--- src/rtl/seg_scan_driver.sv ---
// Time-multiplexed N-digit seven-segment scan driver: PWM brightness, per-digit
// decimal points, leading-zero blanking and frame-synchronous input capture.
module seg_scan_driver #(
  parameter int NDIGITS          = 4,
  parameter int TICKW            = 18,
  parameter int BRW              = 4,
  parameter int ANODE_ACTIVE_LOW = 1
) (
  input  logic                         clk,
  input  logic                         reset,
  input  logic [4*NDIGITS-1:0]         digits,
  input  logic [NDIGITS-1:0]           blank,
  input  logic [NDIGITS-1:0]           dp,
  input  logic [BRW-1:0]               brightness,
  input  logic                         lzb,
  output logic [3:0]                   muxd,
  output logic                         dpo,
  output logic [NDIGITS-1:0]           adrive,
  output logic [$clog2(NDIGITS)-1:0]   digit_idx,
  output logic                         frame_tick
);

  localparam int              IW      = $clog2(NDIGITS);
  localparam logic [IW-1:0]   LAST    = IW'(NDIGITS - 1);
  localparam bit              ACT_LOW = (ANODE_ACTIVE_LOW != 0);
  localparam logic [NDIGITS-1:0] IDLE = ACT_LOW ? {NDIGITS{1'b1}} : {NDIGITS{1'b0}};

  // Digit i is blanked when it and every digit above it are zero; digit 0 never is.
  function automatic logic [NDIGITS-1:0] lzb_mask(input logic [4*NDIGITS-1:0] d);
    logic [NDIGITS-1:0] m;
    logic               run;
    m   = '0;
    run = 1'b1;
    for (int i = NDIGITS - 1; i >= 1; i--) begin
      run  = run & (d[4*i +: 4] == 4'd0);
      m[i] = run;
    end
    return m;
  endfunction

  logic [TICKW-1:0]   cnt;
  logic [IW-1:0]      idx;
  logic [3:0]         sh_nib [NDIGITS];
  logic [NDIGITS-1:0] sh_blank;
  logic [NDIGITS-1:0] sh_dp;
  logic [BRW-1:0]     sh_bright;

  logic               frame_start;
  logic               slot_end;
  logic               lit_p0;
  logic [NDIGITS-1:0] sel_p0;

  assign frame_start = (cnt == '0) && (idx == LAST);
  assign slot_end    = &cnt;

  // Stage p0: slot timer and scan index (leftmost digit first)
  always_ff @(posedge clk or posedge reset) begin
    if (reset) begin
      cnt <= '0;
      idx <= LAST;
    end else begin
      cnt <= cnt + TICKW'(1);
      if (slot_end)
        idx <= (idx == '0) ? LAST : idx - IW'(1);
    end
  end

  // Shadow capture only at frame start keeps each frame tear-free.
  always_ff @(posedge clk or posedge reset) begin
    if (reset) begin
      for (int i = 0; i < NDIGITS; i++) sh_nib[i] <= 4'd0;
      sh_blank  <= '1;
      sh_dp     <= '0;
      sh_bright <= '0;
    end else if (frame_start) begin
      for (int i = 0; i < NDIGITS; i++) sh_nib[i] <= digits[4*i +: 4];
      sh_blank  <= blank | (lzb ? lzb_mask(digits) : '0);
      sh_dp     <= dp;
      sh_bright <= brightness;
    end
  end

  always_comb begin
    lit_p0      = ~sh_blank[idx] && (cnt[TICKW-1 -: BRW] < sh_bright);
    sel_p0      = '0;
    sel_p0[idx] = lit_p0;
  end

  // Stage p1: registered display outputs
  always_ff @(posedge clk or posedge reset) begin
    if (reset) begin
      muxd       <= 4'd0;
      dpo        <= 1'b0;
      adrive     <= IDLE;
      digit_idx  <= LAST;
      frame_tick <= 1'b0;
    end else begin
      muxd       <= sh_nib[idx];
      dpo        <= lit_p0 & sh_dp[idx];
      adrive     <= ACT_LOW ? ~sel_p0 : sel_p0;
      digit_idx  <= idx;
      frame_tick <= slot_end && (idx == '0);
    end
  end

endmodule

--- config.mk ---
export PLATFORM = sky130hd
export DESIGN_NAME = seg_scan_driver
export DESIGN_NICKNAME = d
export VERILOG_FILES = /design/src/rtl/seg_scan_driver.sv
export SDC_FILE = /design/constraint.sdc
export NUM_CORES = 1
export LEC_CHECK = 0
export ABC_AREA = 1
export CORE_MARGIN = 8
export CORE_UTILIZATION = 43
export CTS_CLUSTER_SIZE = 30
export DETAILED_ROUTE_END_ITERATION = 10
export PLACE_DENSITY = 0.65
export SLEW_MARGIN = 20
export SYNTH_ARGS = -nofsm -noshare
export SYNTH_HDL_FRONTEND = slang
export SYNTH_SLANG_ARGS = --single-unit
--- constraint.sdc ---
create_clock -name clk -period 2.4 [get_ports clk]
set_input_delay 0.24 -clock clk [delete_from_list [all_inputs] [get_ports clk]]
set_output_delay 0.24 -clock clk [all_outputs]
set_load 0.05 [all_outputs]
======== Word-level counts from Yosys, hierarchy flattened ========
Index checks and enable logic that the tools add are counted.
storage, ports and cells
  bits in registers ....................... 60
  input bits .............................. 31
  logic and storage cells ................. 50
operators by class
  add/sub/neg operators ................... 2
  muxes and demuxes ....................... 11
  equal/unequal tests ..................... 1
  bitwise gates (word level) .............. 8
  reduce and logical (&&, ||, !) cells .... 10
  magnitude comparators ................... 4
operator list
  cell                   count
  $add 18x1->18 const B  1
  $logic_not 18->1       1
  $reduce_and 18->1      1
  $logic_not 4->1        3
  $mux 4                 3
  $bmux 4 s2             1
  $and 4x4->4            1
  $bmux 1 s2             2
  $logic_and 1x1->1      4
  $lt 4x4->1             1
  $not 4->4              1
  $or 4x4->4             1
  $and 1x1->1            3
  $ge 3x3->1 const B     1
  $lt 2x3->1 const B     1
  $mux 1                 3
  $not 2->3              1
  $demux 1 s2            1
  $eq 2x2->1 const B     1
  $ge 2x1->1 const B     1
  $logic_not 2->1        1
  $mux 2                 1
  $sub 2x1->2 const B    1
  $not 1->1              1

======== Longest topological paths before layout ========
  depth after elaboration ................. 6
  mapped depth ............................ 9
  gate-level depth less buffers ........... 9

======== Worst setup path before layout ========
OpenSTA, ideal clock, no wires.
  path kind ............................... register to register
  from .................................... register idx[0]
  to ...................................... register sh_nib[11] (netlist bit)
  period minus slack after synthesis ...... 1.526 ns
  buffers on the path ..................... 1
  library setup time ...................... 0.117 ns
  arrival ................................. 1.408 ns
  stages on the path, launching flop included .. 8
  setup slack ............................. 0.874 ns
  path through ............................ dfstp_2 -> ha_1 -> nand2_1 -> nor2_2 -> nand3_4 -> buf_6 -> nand2_2 -> o21ai_2
between the ends
  cells in the longest elaborated chain, start to end .. 2
ends and longest elaborated chain
  what                      line  source
  start: declaration        42    logic [IW-1:0] idx;
  start signal: assignment  64    idx <= (idx == '0) ? LAST : idx - IW'(1);
  $eq 2x2->1                53    assign frame_start = (cnt == '0) && (idx == LAST);
  $logic_and 1x1->1         53
  end: declaration          43    logic [3:0] sh_nib [NDIGITS];
No other way between the ends.
A chain may end at the register's enable or synchronous reset.

======== Final worst setup path ========
  from .................................... register digit_idx[1]
  to ...................................... output digit_idx[1]
RTL lines
  what                      line  source
  start: declaration        19    output logic [$clog2(NDIGITS)-1:0] digit_idx,
  start signal: assignment  101   digit_idx <= idx;
No word-level cell between the ends.

==> results.md <==
* Result of the run: completed
* Met3 Track Usage GR at 0.0269
* Synth-to-Final Area Change at 24.8%
* Vertical extent of the die at 101 microns
* Half-perimeter wire length of the detailed placement result at 4600 microns
* CP Launch Type: register
* Library cell used as clock root buffer: sky130_fd_sc_hd__clkbuf_8
* Worst min path class: input pin to asynchronous set/reset pin
* Maximum buffer depth of the clock tree at 2
* Leakage power summed over all cells at 1.85 nW
* Switching share of total power at 0.194
* Mean number of vias per cell at 4.65
* Horizontal extent of the die at 101 microns
* Initial cell density of the core at 0.437
* Share of the yosys chip area belonging to registers at 0.487
* Highest ir drop seen on vdd at 0.263 mV
* Internal Power at 1.81 mW
* Largest delay share family, worst path: buffers and inverters
* Share of power burned in registers at 0.452
* Comb pwr share at 0.044
* Register bit count reported by yosys at 60
* Number of distinct standard cells referenced by the synthesized netlist at 27
* Remaining design rule violation count at 0
* Sequential cell area at 1520 sq um
* Overflow left after global routing at 0
* Final Net Count at 438
* Post-synth EDFFs at 0
* Average size of a mapped cell at 8.90 sq um
* Clock tree from TritonCTS: done
* Startpoint-to-endpoint class of the critical path: register to primary output
* Instance area at placement at 3640 sq um
* Instance count of the mapped netlist at 350
* Vias in the first global route at 2,454
* Met1 Track Usage GR at 0.181
* Level count of the clock H-tree at 3
* Number of vias after detailed routing at 2,332
* Weighted congestion at the end of routability-driven global placement at 0.796
* Per-cell routed wire length at 12.8 microns
* Setup TNS at 0 ns
* Multi-input logic area at 1310 sq um
* Max stage delay on crit path at 0.80 ns
* Worst slew margin relative to its limit at 0.614
* Data required time at the worst endpoint at 2.16 ns
* Total of endpoints with negative setup slack in the final report at 0
* Global-route track usage on met2 at 0.217
* Peak fanout along the critical path at 1
* Clock sink count at 60
* YS warnings at 0
* Total routing resource utilization after global routing at 0.142
* Shortest period the worst path allows at 1.91 ns
* Fraction of synthesis flops using an asynchronous set or reset pin at 1.00
* Hold buffer count at CTS at 0
* Most used routing layer: met2
* Min setup slack post-route at 0.487 ns
* Maximum number of pins on one net before global-route repair at 55
* Placement Rows at 31
* Net Sw Power at 436 uW
* Post-Synthesis Cell Area at 3120 sq um
* Post-CTS Repair Setup Buffers at 0
* Final-report max-slew violation count at 0
* Crit path buf inv count at 1
* Category of the worst setup path capture point: primary output
* Clock share of power at 0.504
* Clock latency of the later-clocked register in the worst-skew pair at 0.34 ns
* Fraction of layout cells with a size suffix above 1 at 0.241
* Wire length of the first global-routing pass at 11,300 microns
* Data arrival time of the critical path at 1.67 ns
* Std-Cell Core Area at 7140 sq um
* Most common library cell in the layout ignoring fill and taps: sky130_fd_sc_hd__inv_1
* Die area at 10,200 sq um
* Cts repair resizes at 0
* Transition at the pin with the smallest max-transition slack at 0.578 ns
* Post-route standard cell area excluding fillers at 3890 sq um
* RSZ-0062 raised after global routing: no
* Reg-to-reg startpoint: idx[1]
* Post-detailed-route count of antenna-violating nets at 0
* Post-route fraction of the period consumed by the critical path at 0.797
* Worst-path clk slew at 0.06 ns
* Top Ports at 43
* Dominant register cell in the synthesized netlist: sky130_fd_sc_hd__dfrtp_1
* Cell breakdown of the critical path: clkdlybuf4s50_1
* Master of the slowest instance on the critical path: sky130_fd_sc_hd__clkdlybuf4s50_1
* First-pass DRT Iterations at 4
* Fmax at 523 MHz
* Number of max-cap violations at 0
* Count of buffers from port buffering at 42
* Filler cell count in the final layout at 654
* Max Clock Skew at 0.0122 ns
* TritonCTS buffer count at 9
* Startpoint of the most critical setup path: digit_idx[1]
* Final core area utilization at 0.545
* Worst setup timing slack at the placement stage at 0.674 ns
* DRT iter0 DRCs at 79
* Antenna violations before repair at 0
* Antenna diode count at 0
* Count of endpoints failing hold in the final timing report at 0
* Leading cell types in the layout, fill and taps excluded: sky130_fd_sc_hd__inv_1 (54), sky130_fd_sc_hd__nand2_1 (52), sky130_fd_sc_hd__dfrtp_1 (48)
* Power per Cell Area at 579 nW/um^2
* Post-Synthesis Net Count at 390
* Final WL at 6400 microns
==> metrics by stage <==
stage	power [mW]	cells	hold slack, ns
3_3_place_gp	1.14	486	0.429
2_1_floorplan	1.07	350	0.348
4_1_cts	2.28	502	0.304
6_report	2.25	502	0.288
5_1_grt	2.32	502	0.347
3_5_place_dp	1.14	486	0.436
==> final cells by class <==
cell class | instances | share of cell area
sequential | 60 | 0.390
multi-input combinational | 224 | 0.337
timing repair buffer | 45 | 0.120
inverter | 58 | 0.0560
clock buffer | 12 | 0.0399
tap | 99 | 0.0319
clock inverter | 4 | 0.0245
==> registers in the layout, indices dropped and copies added (netlist names) <==
register / flops
cnt: 18
sh_nib: 16
adrive: 4
muxd: 4
sh_blank: 4
sh_bright: 4
sh_dp: 4
digit_idx: 2
idx: 2
dpo: 1
frame_tick: 1
==> routing by layer <==
layer  wire [microns]  up-vias
met5                0        -
met4              154        0
met3              246       14
met2             2960       42
met1             3040     1100
li1                 -     1176
==> worst register-to-register path, cell delays in order, from the launching register on <==
cell and delay [ns]:
sky130_fd_sc_hd__dfstp_2 0.65, sky130_fd_sc_hd__ha_1 0.23, sky130_fd_sc_hd__nand2_1 0.08, sky130_fd_sc_hd__nor2_2 0.17, sky130_fd_sc_hd__nand3_4 0.10, sky130_fd_sc_hd__buf_12 0.22, sky130_fd_sc_hd__nand2_1 0.12, sky130_fd_sc_hd__inv_1 0.04
sky130_fd_sc_hd__nor2_1 0.09
==> cell families after synthesis <==
| logic type | after synthesis | share of synthesized area |
|---|---|---|
| AO/OA/AOI/OAI | 44 | 0.104 |
| flip-flops | 60 | 0.487 |
| AND/OR/NAND/NOR | 156 | 0.239 |
| adder cells (fa/ha/maj) | 9 | 0.0361 |
| XOR/XNOR | 15 | 0.0422 |
| buffers and inverters | 66 | 0.0924 |
==> cell usage after synthesis, types with 7 or more instances <==
| library cell | count | area share |
|---|---|---|
| sky130_fd_sc_hd__inv_1 | 55 | 0.066 |
| sky130_fd_sc_hd__nand2_1 | 52 | 0.063 |
| sky130_fd_sc_hd__dfrtp_1 | 48 | 0.39 |
| sky130_fd_sc_hd__nor2_1 | 43 | 0.052 |
| sky130_fd_sc_hd__nand2_2 | 27 | 0.054 |
| sky130_fd_sc_hd__o21ai_2 | 25 | 0.070 |
| sky130_fd_sc_hd__nand3_1 | 17 | 0.027 |
| sky130_fd_sc_hd__dfstp_2 | 12 | 0.10 |
| sky130_fd_sc_hd__o21ai_0 | 11 | 0.018 |
| sky130_fd_sc_hd__ha_1 | 9 | 0.036 |
| sky130_fd_sc_hd__xor2_1 | 9 | 0.025 |
| sky130_fd_sc_hd__nor2_2 | 7 | 0.014 |
==> final timing paths <==
kind,cells after the start,endpoint,slack (ns)
max in group asynchronous,3,sh_blank[1],1.46
min in group clk,3,sh_blank[0],0.42
hold / removal,2,cnt[7],0.29
setup reg to reg,8,sh_blank[1],0.65
hold reg to reg,0,digit_idx[0],0.44
setup / recovery,1,digit_idx[1],0.49
==> power groups by stage <==
stage	clock network [mW]	registers (mW)	logic, mW
4_1_cts	1.16	1.02	0.102
2_1_floorplan	0	1.03	0.0365
3_3_place_gp	0	1.03	0.102
6_report	1.13	1.02	0.0990
5_1_grt	1.20	1.02	0.113
3_5_place_dp	0	1.03	0.102
Power figures use the tool's default switching activity.
